==> src/rtl/ldst_mem_ctrl.sv <==
`default_nettype none
// ============================================================================
// Module   : ldst_mem_ctrl
// Purpose  : Load/store sequencer between the EX/MEM pipeline register and a
//            multi-cycle, ack-handshaked 16-bit data memory. Recognises LW
//            (opcode 4'b1000) and SW (opcode 4'b1001), issues a single-cycle
//            memory request, stalls the pipeline while the access is
//            outstanding, returns load data with a one-cycle valid pulse and
//            aborts an access whose ack does not arrive in time.
//
// Ports    : clk        in   system clock, rising edge
//            rst        in   asynchronous active-high reset
//            ex_valid   in   EX/MEM holds a valid instruction
//            ex_opcode  in   [3:0]  inst[15:12]
//            ex_addr    in   [15:0] effective address
//            ex_wdata   in   [15:0] store data
//            mem_req    out  request strobe (one cycle per access)
//            mem_we     out  1 = write, 0 = read; valid while mem_req
//            mem_addr   out  [15:0] latched address
//            mem_wdata  out  [15:0] latched store data
//            mem_rdata  in   [15:0] read data, sampled with mem_ack
//            mem_ack    in   memory completion strobe
//            stall      out  freeze IF/ID/EX and EX/MEM
//            ld_data    out  [15:0] registered load result
//            ld_valid   out  one-cycle pulse, ld_data valid (LW only)
//            timeout    out  one-cycle pulse, access aborted
//            misalign   out  one-cycle pulse, odd address rejected
//
// Params   : TIMEOUT  maximum WAIT cycles before abort (1 .. 2**CNT_W-1)
//            CNT_W    width of the wait counter
//
// Config   : `define ALIGN_CHECK_EN  -> odd addresses are rejected in IDLE
//            (no memory request, misalign pulse). Left undefined, misalign
//            is tied low and odd addresses are issued unchanged.
//
// Revision : 1.0  initial release
// ============================================================================
module ldst_mem_ctrl #(
  parameter int TIMEOUT = 15,
  parameter int CNT_W   = 4
) (
  input  logic        clk,
  input  logic        rst,
  input  logic        ex_valid,
  input  logic [3:0]  ex_opcode,
  input  logic [15:0] ex_addr,
  input  logic [15:0] ex_wdata,
  output logic        mem_req,
  output logic        mem_we,
  output logic [15:0] mem_addr,
  output logic [15:0] mem_wdata,
  input  logic [15:0] mem_rdata,
  input  logic        mem_ack,
  output logic        stall,
  output logic [15:0] ld_data,
  output logic        ld_valid,
  output logic        timeout,
  output logic        misalign
);

  localparam logic [3:0]       c_op_lw   = 4'b1000;
  localparam logic [3:0]       c_op_sw   = 4'b1001;
  localparam logic [CNT_W-1:0] c_timeout = CNT_W'(TIMEOUT);
  localparam logic [CNT_W-1:0] c_cnt_max = {CNT_W{1'b1}};

  typedef enum logic [1:0] {
    S_IDLE  = 2'd0,
    S_ISSUE = 2'd1,
    S_WAIT  = 2'd2,
    S_DONE  = 2'd3
  } state_t;

  state_t           r_state;
  state_t           w_state_nxt;

  logic             r_we;
  logic [15:0]      r_addr;
  logic [15:0]      r_wdata;
  logic [15:0]      r_ld_data;
  logic             r_ld_valid;
  logic             r_timeout;
  logic             r_misalign;
  logic [CNT_W-1:0] r_cnt;

  logic             w_mem_op;
  logic             w_odd;
  logic             w_cnt_hit;
  logic             w_stall;
  logic             w_req;

  // --------------------------------------------------------------------------
  // Decode
  // --------------------------------------------------------------------------
  assign w_mem_op = ex_valid & ((ex_opcode == c_op_lw) | (ex_opcode == c_op_sw));

`ifdef ALIGN_CHECK_EN
  assign w_odd = ex_addr[0];
`else
  assign w_odd = 1'b0;
`endif

  // The counter holds the number of WAIT cycles entered so far (1 in the
  // first WAIT cycle), so hitting TIMEOUT means this is the last WAIT cycle.
  assign w_cnt_hit = (r_cnt == c_timeout);

  // --------------------------------------------------------------------------
  // FSM state register
  // --------------------------------------------------------------------------
  always_ff @(posedge clk or posedge rst) begin
    if (rst) begin
      r_state <= S_IDLE;
    end else begin
      r_state <= w_state_nxt;
    end
  end

  // --------------------------------------------------------------------------
  // FSM next state and combinational outputs
  // --------------------------------------------------------------------------
  always_comb begin
    w_state_nxt = r_state;
    w_stall     = 1'b0;
    w_req       = 1'b0;
    case (r_state)
      S_IDLE: begin
        // ack arriving here belongs to nothing and is ignored
        if (w_mem_op) begin
          w_stall     = 1'b1;
          w_state_nxt = w_odd ? S_DONE : S_ISSUE;
        end
      end
      S_ISSUE: begin
        w_stall     = 1'b1;
        w_req       = 1'b1;
        w_state_nxt = mem_ack ? S_DONE : S_WAIT;
      end
      S_WAIT: begin
        w_stall = 1'b1;
        if (mem_ack || w_cnt_hit) begin
          w_state_nxt = S_DONE;
        end
      end
      S_DONE: begin
        // stall low: the pipeline advances during this cycle
        w_state_nxt = S_IDLE;
      end
      default: begin
        w_state_nxt = S_IDLE;
      end
    endcase
  end

  // --------------------------------------------------------------------------
  // Datapath: latched request fields, wait counter, result pulses
  // --------------------------------------------------------------------------
  always_ff @(posedge clk or posedge rst) begin
    if (rst) begin
      r_we       <= 1'b0;
      r_addr     <= 16'h0000;
      r_wdata    <= 16'h0000;
      r_ld_data  <= 16'h0000;
      r_ld_valid <= 1'b0;
      r_timeout  <= 1'b0;
      r_misalign <= 1'b0;
      r_cnt      <= '0;
    end else begin
      // pulses are only ever set on the transition into DONE
      r_ld_valid <= 1'b0;
      r_timeout  <= 1'b0;
      r_misalign <= 1'b0;
      case (r_state)
        S_IDLE: begin
          if (w_mem_op) begin
            r_cnt <= '0;
            if (w_odd) begin
              r_misalign <= 1'b1;
            end else begin
              r_addr  <= ex_addr;
              r_wdata <= ex_wdata;
              r_we    <= (ex_opcode == c_op_sw);
            end
          end
        end
        S_ISSUE, S_WAIT: begin
          if (mem_ack) begin
            // ack has priority over an expiring counter
            if (!r_we) begin
              r_ld_data  <= mem_rdata;
              r_ld_valid <= 1'b1;
            end
          end else if ((r_state == S_WAIT) && w_cnt_hit) begin
            r_ld_data <= 16'h0000;
            r_timeout <= 1'b1;
          end else if (r_cnt != c_cnt_max) begin
            r_cnt <= r_cnt + 1'b1;
          end
        end
        default: begin
        end
      endcase
    end
  end

  // --------------------------------------------------------------------------
  // Outputs
  // --------------------------------------------------------------------------
  assign mem_req   = w_req;
  assign mem_we    = r_we;
  assign mem_addr  = r_addr;
  assign mem_wdata = r_wdata;
  // A held EX/MEM instruction must not raise stall while reset is applied.
  assign stall     = w_stall & ~rst;
  assign ld_data   = r_ld_data;
  assign ld_valid  = r_ld_valid;
  assign timeout   = r_timeout;
  assign misalign  = r_misalign;

endmodule
`default_nettype wire

==> config.mk <==
export PLATFORM = sky130hd
export DESIGN_NAME = ldst_mem_ctrl
export DESIGN_NICKNAME = d
export VERILOG_FILES = /design/src/rtl/ldst_mem_ctrl.sv
export SDC_FILE = /design/constraint.sdc
export NUM_CORES = 1
export LEC_CHECK = 0
export CORE_MARGIN = 1
export CORE_UTILIZATION = 38
export CTS_BUF_LIST = sky130_fd_sc_hd__clkbuf_4 sky130_fd_sc_hd__clkbuf_8 sky130_fd_sc_hd__clkbuf_16
export DETAILED_ROUTE_END_ITERATION = 10
export HOLD_SLACK_MARGIN = 0.1
export MAX_ROUTING_LAYER = met4
export PLACE_DENSITY = 0.77
export SLEW_MARGIN = 30
export SYNTH_ARGS = -nofsm -noshare
export SYNTH_HDL_FRONTEND = slang
export SYNTH_SLANG_ARGS = --single-unit
==> constraint.sdc <==
create_clock -name clk -period 1.8 [get_ports clk]
set_input_delay 0.27 -clock clk [delete_from_list [all_inputs] [get_ports clk]]
set_output_delay 0.27 -clock clk [all_outputs]
set_load 0.02 [all_outputs]
# After elaboration in Yosys (flattened, before gate mapping)
# Index checks and enable logic that the tools add are counted.
# W data, S select, Z words.
op_classes:
  add_sub_neg: 1
  n_eq_ne: 13
  mux: 21
  n_bitwise: 4
  reduce_logical: 10
op_table:
  columns: ["operator", "n"]
  rows:
  - ["$mux W16", 3]
  - ["$mux W4", 4]
  - ["$eq A4 B4 Y1 const B", 3]
  - ["$ne A2 B2 Y1 const B", 5]
  - ["$mux W1", 9]
  - ["$pmux W2 S4", 1]
  - ["$pmux W4 S2", 1]
  - ["$reduce_and A5 Y1", 1]
  - ["$add A4 B1 Y4 const B", 1]
  - ["$eq A2 B2 Y1 const B", 2]
  - ["$mux W2", 2]
  - ["$ne A4 B4 Y1 const B", 1]
  - ["$reduce_and A2 Y1", 2]
  - ["$reduce_bool A2 Y1", 2]
  - ["$reduce_and A3 Y1", 1]
  - ["$and A1 B1 Y1", 2]
  - ["$eq A2 B1 Y1 const B", 1]
  - ["$logic_not A2 Y1", 1]
  - ["$ne A2 B1 Y1 const B", 1]
  - ["$pmux W1 S2", 1]
  - ["$reduce_or A2 Y1", 1]
  - ["$logic_and A1 B1 Y1", 1]
  - ["$logic_or A1 B1 Y1", 1]
  - ["$not A1 Y1", 1]
  - ["$or A1 B1 Y1", 1]
totals:
  register_bits: 57
  input_bits: 56
  out_inout_bits: 54
  wordCells: 57

# Longest topological paths before layout
# Gate-level depths: netlist (run 1).
logic_depth:
  depth_word: 6
  mapped_depth: 8
  ltp_nobuf: 6

# Least setup slack after synthesis (run 1)
# Ideal clock, no wire load.
synth_path:
  path_kind: "register to output"
  start: "register r_state[0]"
  end: "output port stall"
  arrival_time_ns: 1.856
  required_time_ns: 1.530
  setup_slack_ns: -0.326
  stages_incl_launch_ff: 8
  n_path_buf: 2
  path_cell_list: "dfrtp_1 > inv_1 > ha_1 > inv_1 > or2_1 > buf_6 > buf_6 > a211oi_1"
synth_via:
  elab_chain_len: 4
  elab_cells_between_ends: 6
  classes_between: "eq/ne (2); mux (1); bitwise (1); reduce/logical (2)"
synth_lines:
  columns: ["element", "line_no", "text"]
  rows:
  - ["start: declaration", "73", "state_t r_state;"]
  - ["start signal: assignment", "113", "r_state <= w_state_nxt;"]
  - ["$eq A2 B2 Y1 / $eq A2 B1 Y1 (equally long branches)", "124", "case (r_state)"]
  - ["$reduce_or A2 Y1 (no line)", null, null]
  - ["$pmux W1 S2 (*)", "124", null]
  - ["$and A1 B1 Y1 (*)", "212", "assign stall = w_stall & ~rst;"]
  - ["end: declaration", "54", "output logic stall,"]
# Every way passes the cells marked *; elsewhere a longest branch is shown, timed or not.

# Worst setup path in the final report (run 1)
# Ends and elaborated chain as after synthesis.

==> impl_metrics.ini, run 1 <==
[power_and_ir_drop]
combPwrFrac = 0.482
pwr-share-seq = 0.311
cellPowerDensity_mw_per_mm2 = 1742
p_leak_nw = 1.900
p_switching_w = 0.002401
vdd_drop_max_v = 0.0008752
clock_power_share = 0.207
internal_power_w = 0.004614
swShare = 0.3423
fin_total_pwr_w = 0.007015

[logic_synthesis]
synth-simple-area-share = 0.1332
syn_area_sq_mm = 0.002470
synthCells = 197
synth.avg_cell_area_sq_um = 12.54
syn-num-nets = 259
ys_seq_elements = 57
synth_mux_area_frac = 0.1854
synth_compound_area_frac = 0.03141
synthAdderAreaFrac = 0.03040
synth_xor_area_frac = 0.003546
ys_warn_count = 0
ys_seq_area_frac = 0.5775
ys_types = 28
synth_top_family_by_area = multiplexers

[global_route]
grt_pass1_vias = 1958
antenna_found_initial = 0
grtUsageTotal = 0.1816
grt_max_degree = 38
grt_pass1_wl_um = 8907
grt_overflow = 0

[detailed_routing]
routed-via-count = 1932
vias_per_cell = 4.770
avgRoutedWirePerCell_um = 14.03
wirelength_um = 5684
drc = 0
drtAntennaViolNets = 0
drtIter0Drc = 51
dr.pass1.iters = 5

[critical_path]
crit_path_max_fanout = 2
cp.arrival_ps = 1550
cp.required_ps = 1530
r2r_start = r_state[1]
critPathLaunchType = flip-flop
reg2reg_to = mem_addr[14]
cp-end-kind = primary output
setup.worst_path.class = reg2out
reg2reg_setup_slack_ps = 60
reg2reg_depth = 6

[cts]
htreeDepth = 3
cts-root-buf = clkbuf_8
insertion_delay_ps = 320
cts_tree = done
clk_pin_slew_ps = 60
cts_num_sinks = 57
cts_buffers = 9
clockBufferDepth = 2
postCtsHoldBufs = 0

[timing]
maxSlewViolCount = 0
tns_ps = -21.33
fmaxAchievable_ghz = 0.5490
fin_crit_sh = 1.012
layout_min_cycle_time_ps = 1821
setup_viol = 1
layout_setup_ws_ps = -21.33
fin_skew_ps = 4.364
worst_pin_slew_ps = 542.9
finalHoldViolCount = 0
relSlewSlack = 0.6381
rsz0062_at_grt = true

[floorplanning]
die-area_sq_mm = 0.006826
fp.coreArea_sq_mm = 0.006314
start_util = 0.3912
pin_count = 110
num_rows = 29
dieHeight_um = 82.62
die_x_um = 82.62

[cells_and_area]
antennaDiodeCount = 0
layout_common_cells = 106 x clkdlybuf4s50_1, 57 x dfrtp_1, 36 x nand2_1
nNetsFinal = 385
final_common_cell = clkdlybuf4s50_1
drive_gt1_frac = 0.2378
area_growth_pct = 63.02

[placed_design]
gp_congestion = 0.7944
dpl_worst_slack_ps = -528.9
port-buffer-count = 108
hpwlAfterDp_um = 4083

[status]
violations = negative setup slack
status = complete, but fails checks

[worst_hold_path]
hold_path_class = in2async

[run]
drv_cap = 0
-- per-layer routing --
layer / track usage / wire length (um) / up-vias
met4: 0.06897 / 59 / 0
met1: 0.2147 / 2375 / 930
met5: - / 0 / -
met3: 0.04396 / 402 / 8
met2: 0.3000 / 2847 / 73
li1: - / - / 921
-- worst max-delay path: stages (launching register included) --
cell,delay [ps]
dfrtp_1,390
inv_2,80
ha_4,140
inv_2,30
or2_4,250
a211oi_4,200
buf_6,140
-- cells in the mapped netlist --
cell | count | area share
a211oi_1 | 3 | 0.0091
a21oi_1 | 5 | 0.010
a22oi_1 | 1 | 0.0030
a31oi_2 | 1 | 0.0051
and3_1 | 4 | 0.010
and3b_1 | 1 | 0.0035
buf_2 | 4 | 0.0081
buf_4 | 1 | 0.0030
buf_6 | 3 | 0.014
clkbuf_1 | 3 | 0.0046
conb_1 | 1 | 0.0015
dfrtp_1 | 57 | 0.58
ha_1 | 6 | 0.030
inv_1 | 5 | 0.0076
mux2_2 | 18 | 0.082
mux2_4 | 15 | 0.091
mux2i_1 | 3 | 0.012
nand2_1 | 36 | 0.055
nand3_1 | 18 | 0.036
nand4_1 | 1 | 0.0025
nand4bb_4 | 1 | 0.011
nor2_1 | 3 | 0.0046
nor2b_1 | 1 | 0.0025
nor3_1 | 1 | 0.0020
nor3b_1 | 1 | 0.0030
o21ai_0 | 2 | 0.0041
or2_1 | 1 | 0.0025
xnor2_1 | 1 | 0.0035
-- power by group through the flow --
| stage | sequential, W | combinational [W] | clock (W) |
|---|---|---|---|
| finish | 0.00218 | 0.00338 | 0.00145 |
| global route | 0.00225 | 0.00365 | 0.00157 |
| CTS | 0.00218 | 0.00335 | 0.00149 |
| detailed placement | 0.00219 | 0.00334 | 0 |
| global placement | 0.00216 | 0.00326 | 0 |
| floorplan | 0.00278 | 0.00115 | 0 |
-- worst max path at each step --
stage               endpoint  slack, ps          from  cells after the start
floorplan              stall          5    r_state[1]                      7
finish                 stall        -20    r_state[0]                      6
global placement       stall       -530      ex_valid                      5
CTS                    stall        -60    r_state[0]                      6
detailed placement     stall       -530  ex_opcode[3]                      5
global route           stall       -100    r_state[1]                      6
-- area by class of cell --
cell class | count | area [sq um]
Tap cell | 77 | 96.34
Fill cell | 500 | 2287
Sequential cell | 57 | 1426
Inverter | 5 | 18.77
Clock buffer | 11 | 145.1
Timing Repair Buffer | 126 | 1255
Multi-Input combinational cell | 124 | 982.2
Clock inverter | 5 | 102.6
-- registers in the layout (all words and copies together), names as in the netlist --
name       count
ld_data       16
ld_valid       1
mem_addr      16
mem_wdata     16
mem_we         1
r_cnt          4
r_state        2
timeout        1
-- through the flow --
step	area, sq um	cells	util	hold WS [ps]
after CTS	4000	402	0.6336	452.3
after global placement	3750	386	0.5939	450.0
after floorplan	2495	197	-	414.7
final	4026	405	0.6377	451.6
after global routing	4026	405	0.6377	482.9
after detailed placement	3750	386	0.5939	460.1
-- cell families after synthesis --
family	after synthesis
XOR/XNOR	1
AO/OA/AOI/OAI	12
adder cells (fa/ha/maj)	6
other	1
flip-flops	57
multiplexers	36
AND/OR/NAND/NOR	68
buffers and inverters	16
-- what timing repair did --
action / CTS / global route
endpoints found under the setup margin: 2 / 20
pin swaps: 0 / 0
endpoints found under the hold margin: 0 / 0
gates resized for setup: 9 / 3
setup buffers: 0 / 3
Note: power is estimated with default switching activity, not from simulation.
==> run 2: changes to the inputs <==
Settings changed: CELL_PAD_IN_SITES_DETAIL_PLACEMENT set to 1, CELL_PAD_IN_SITES_GLOBAL_PLACEMENT set to 1, CORE_UTILIZATION 38 to 29, PLACE_DENSITY 0.77 to unset, PLACE_DENSITY_LB_ADDON set to 0.1.
==> run 2 against run 1 <==
  * The run still ends with negative setup slack left
  * Combinational power shrank 1%
  * Register-to-register slack hardly changed
  * Highest routed layer unchanged
  * Largest cell class unchanged
  * Power is 4.5% lower
  * Non-clock buffer count down 3
  * Critical path depth is 1 lower
  * Largest power group unchanged
==> impl_metrics.ini, run 2 (same netlist as run 1, synthesis figures left out) <==
[timing]
maxSlewViolCount = 0
finalHoldViolCount = 0
fin_crit_sh = 1.045
fin_skew_ps = 6.449
worst_pin_slew_ps = 554.0
layout_min_cycle_time_ps = 1881
rsz0062_at_grt = true
layout_setup_ws_ps = -80.97
relSlewSlack = 0.6307
fmaxAchievable_ghz = 0.5316
setup_viol = 1

[cells_and_area]
fin_area_sq_mm = 0.003975
antennaDiodeCount = 0
layout_common_cells = 106 x clkdlybuf4s50_1, 57 x dfrtp_1, 36 x nand2_1
nFillCells = 880
final_common_cell = clkdlybuf4s50_1
nNetsFinal = 382
area_growth_pct = 60.94
drive_gt1_frac = 0.2277
final_core_util = 0.4838

[status]
status = complete, but fails checks
violations = negative setup slack

[placed_design]
gp_congestion = 0.6708
post_dp_cell_area_sq_mm = 0.003765
port-buffer-count = 108
hpwlAfterDp_um = 4207
dpl_worst_slack_ps = -592.8

[floorplanning]
dieHeight_um = 94.29
start_util = 0.3006
fp.coreArea_sq_mm = 0.008217
die-area_sq_mm = 0.008890
die_x_um = 94.29
pin_count = 110
num_rows = 33

[critical_path]
cp.arrival_ps = 1610
cp.required_ps = 1530
setup.worst_path.class = in2out
critPathLaunchType = input pin
crit_path_max_fanout = 2
cp-end-kind = primary output

[detailed_routing]
wirelength_um = 5969
routed-via-count = 1938
dr.pass1.iters = 3
drtAntennaViolNets = 0
drtIter0Drc = 56
avgRoutedWirePerCell_um = 13.88
drc = 0
vias_per_cell = 4.507

[global_route]
grt_overflow = 0
grtUsageTotal = 0.1494
antenna_found_initial = 0
grt_pass1_vias = 1958
grt_max_degree = 58
grt_pass1_wl_um = 9722

[cts]
htreeDepth = 3
cts_buffers = 9
cts_tree = done
clockBufferDepth = 2
cts_num_sinks = 57
clk_pin_slew_ps = 70
postCtsHoldBufs = 0
cts-root-buf = clkbuf_8
insertion_delay_ps = 320

[run]
drv_cap = 0

[power_and_ir_drop]
cellPowerDensity_mw_per_mm2 = 1685
vdd_drop_max_v = 0.0006560
p_leak_nw = 1.861

[worst_hold_path]
hold_path_class = reg2reg
==> run 2: cell count changes in the layout (fill, tap and decap cells not counted) <==
cell             before  now
clkdlybuf4s15_1       1    0
clkinvlp_4            1    2
buf_4                15   13
ha_1                  4    5
clkinv_2              1    2
buf_12                3    2
dlygate4sd2_1         0    1
ha_2                  1    0
bufinv_16             3    1
==> run 2: stage by stage <==
step                hold WS (ps)  TNS (ps)  total power, W  cells
CTS                        474.4    -158.9        0.006810    429
finish                     465.6    -80.97        0.006698    430
detailed placement         458.0    -11440        0.005559    413
floorplan                  414.7         0        0.003928    197
global route               481.9    -255.4        0.007132    430
global placement           449.1    -10920        0.005493    413
==> run 2: timing repair <==
item,CTS,global route
pin swaps,0,3
gates resized for setup,8,2
buffers inserted,0,1
cloned,0,0
endpoints found under the setup margin,2,34
==> run 2: worst max-delay path, stage by stage <==
cell and delay, ps:
clkdlybuf4s50_1 500, nand4bb_4 140, or2_4 290, a211oi_4 250
buf_6 150
==> run 2: metal layers <==
layer / vias to the layer above / share of wire / wire (um) / track usage
li1: 908 / - / - / -
met1: 959 / 0.44 / 2612 / 0.1845
met2: 61 / 0.49 / 2906 / 0.2277
met3: 10 / 0.055 / 326 / 0.03398
met4: 0 / 0.021 / 123 / 0.07821
met5: - / 0 / 0 / -
==> run 2: path summary, 6_finish.rpt <==
| path | start | to | slack, ps | depth (start not counted) |
|---|---|---|---|---|
| min reg2reg | ld_data[0] | ld_data[0] | 470 | 2 |
| max in group asynchronous | rst | r_cnt[1] | 1030 | 4 |
| min in group asynchronous | rst | ld_data[0] | 510 | 4 |
| min | ld_data[0] | ld_data[0] | 470 | 2 |
| max reg2reg | r_state[0] | mem_addr[8] | 70 | 6 |
| max | ex_opcode[3] | stall | -80 | 5 |
==> run 2: final cells by class <==
class / instances / area [sq um] / share of cell area
Sequential cell: 57 / 1426 / 0.3588
Timing Repair Buffer: 123 / 1219 / 0.3066
Multi-Input combinational cell: 124 / 979.7 / 0.2465
Clock buffer: 11 / 145.1 / 0.03651
Tap cell: 105 / 131.4 / 0.03305
Clock inverter: 5 / 55.05 / 0.01385
Inverter: 5 / 18.77 / 0.004721
==> run 2: report_power, final <==
part           leakage, nW  internal (W)  switching (W)  total (W)
combinational         1.03       0.00176        0.00158    0.00334
sequential           0.730       0.00185       0.000324    0.00217
clock               0.0987      0.000687       0.000500    0.00119
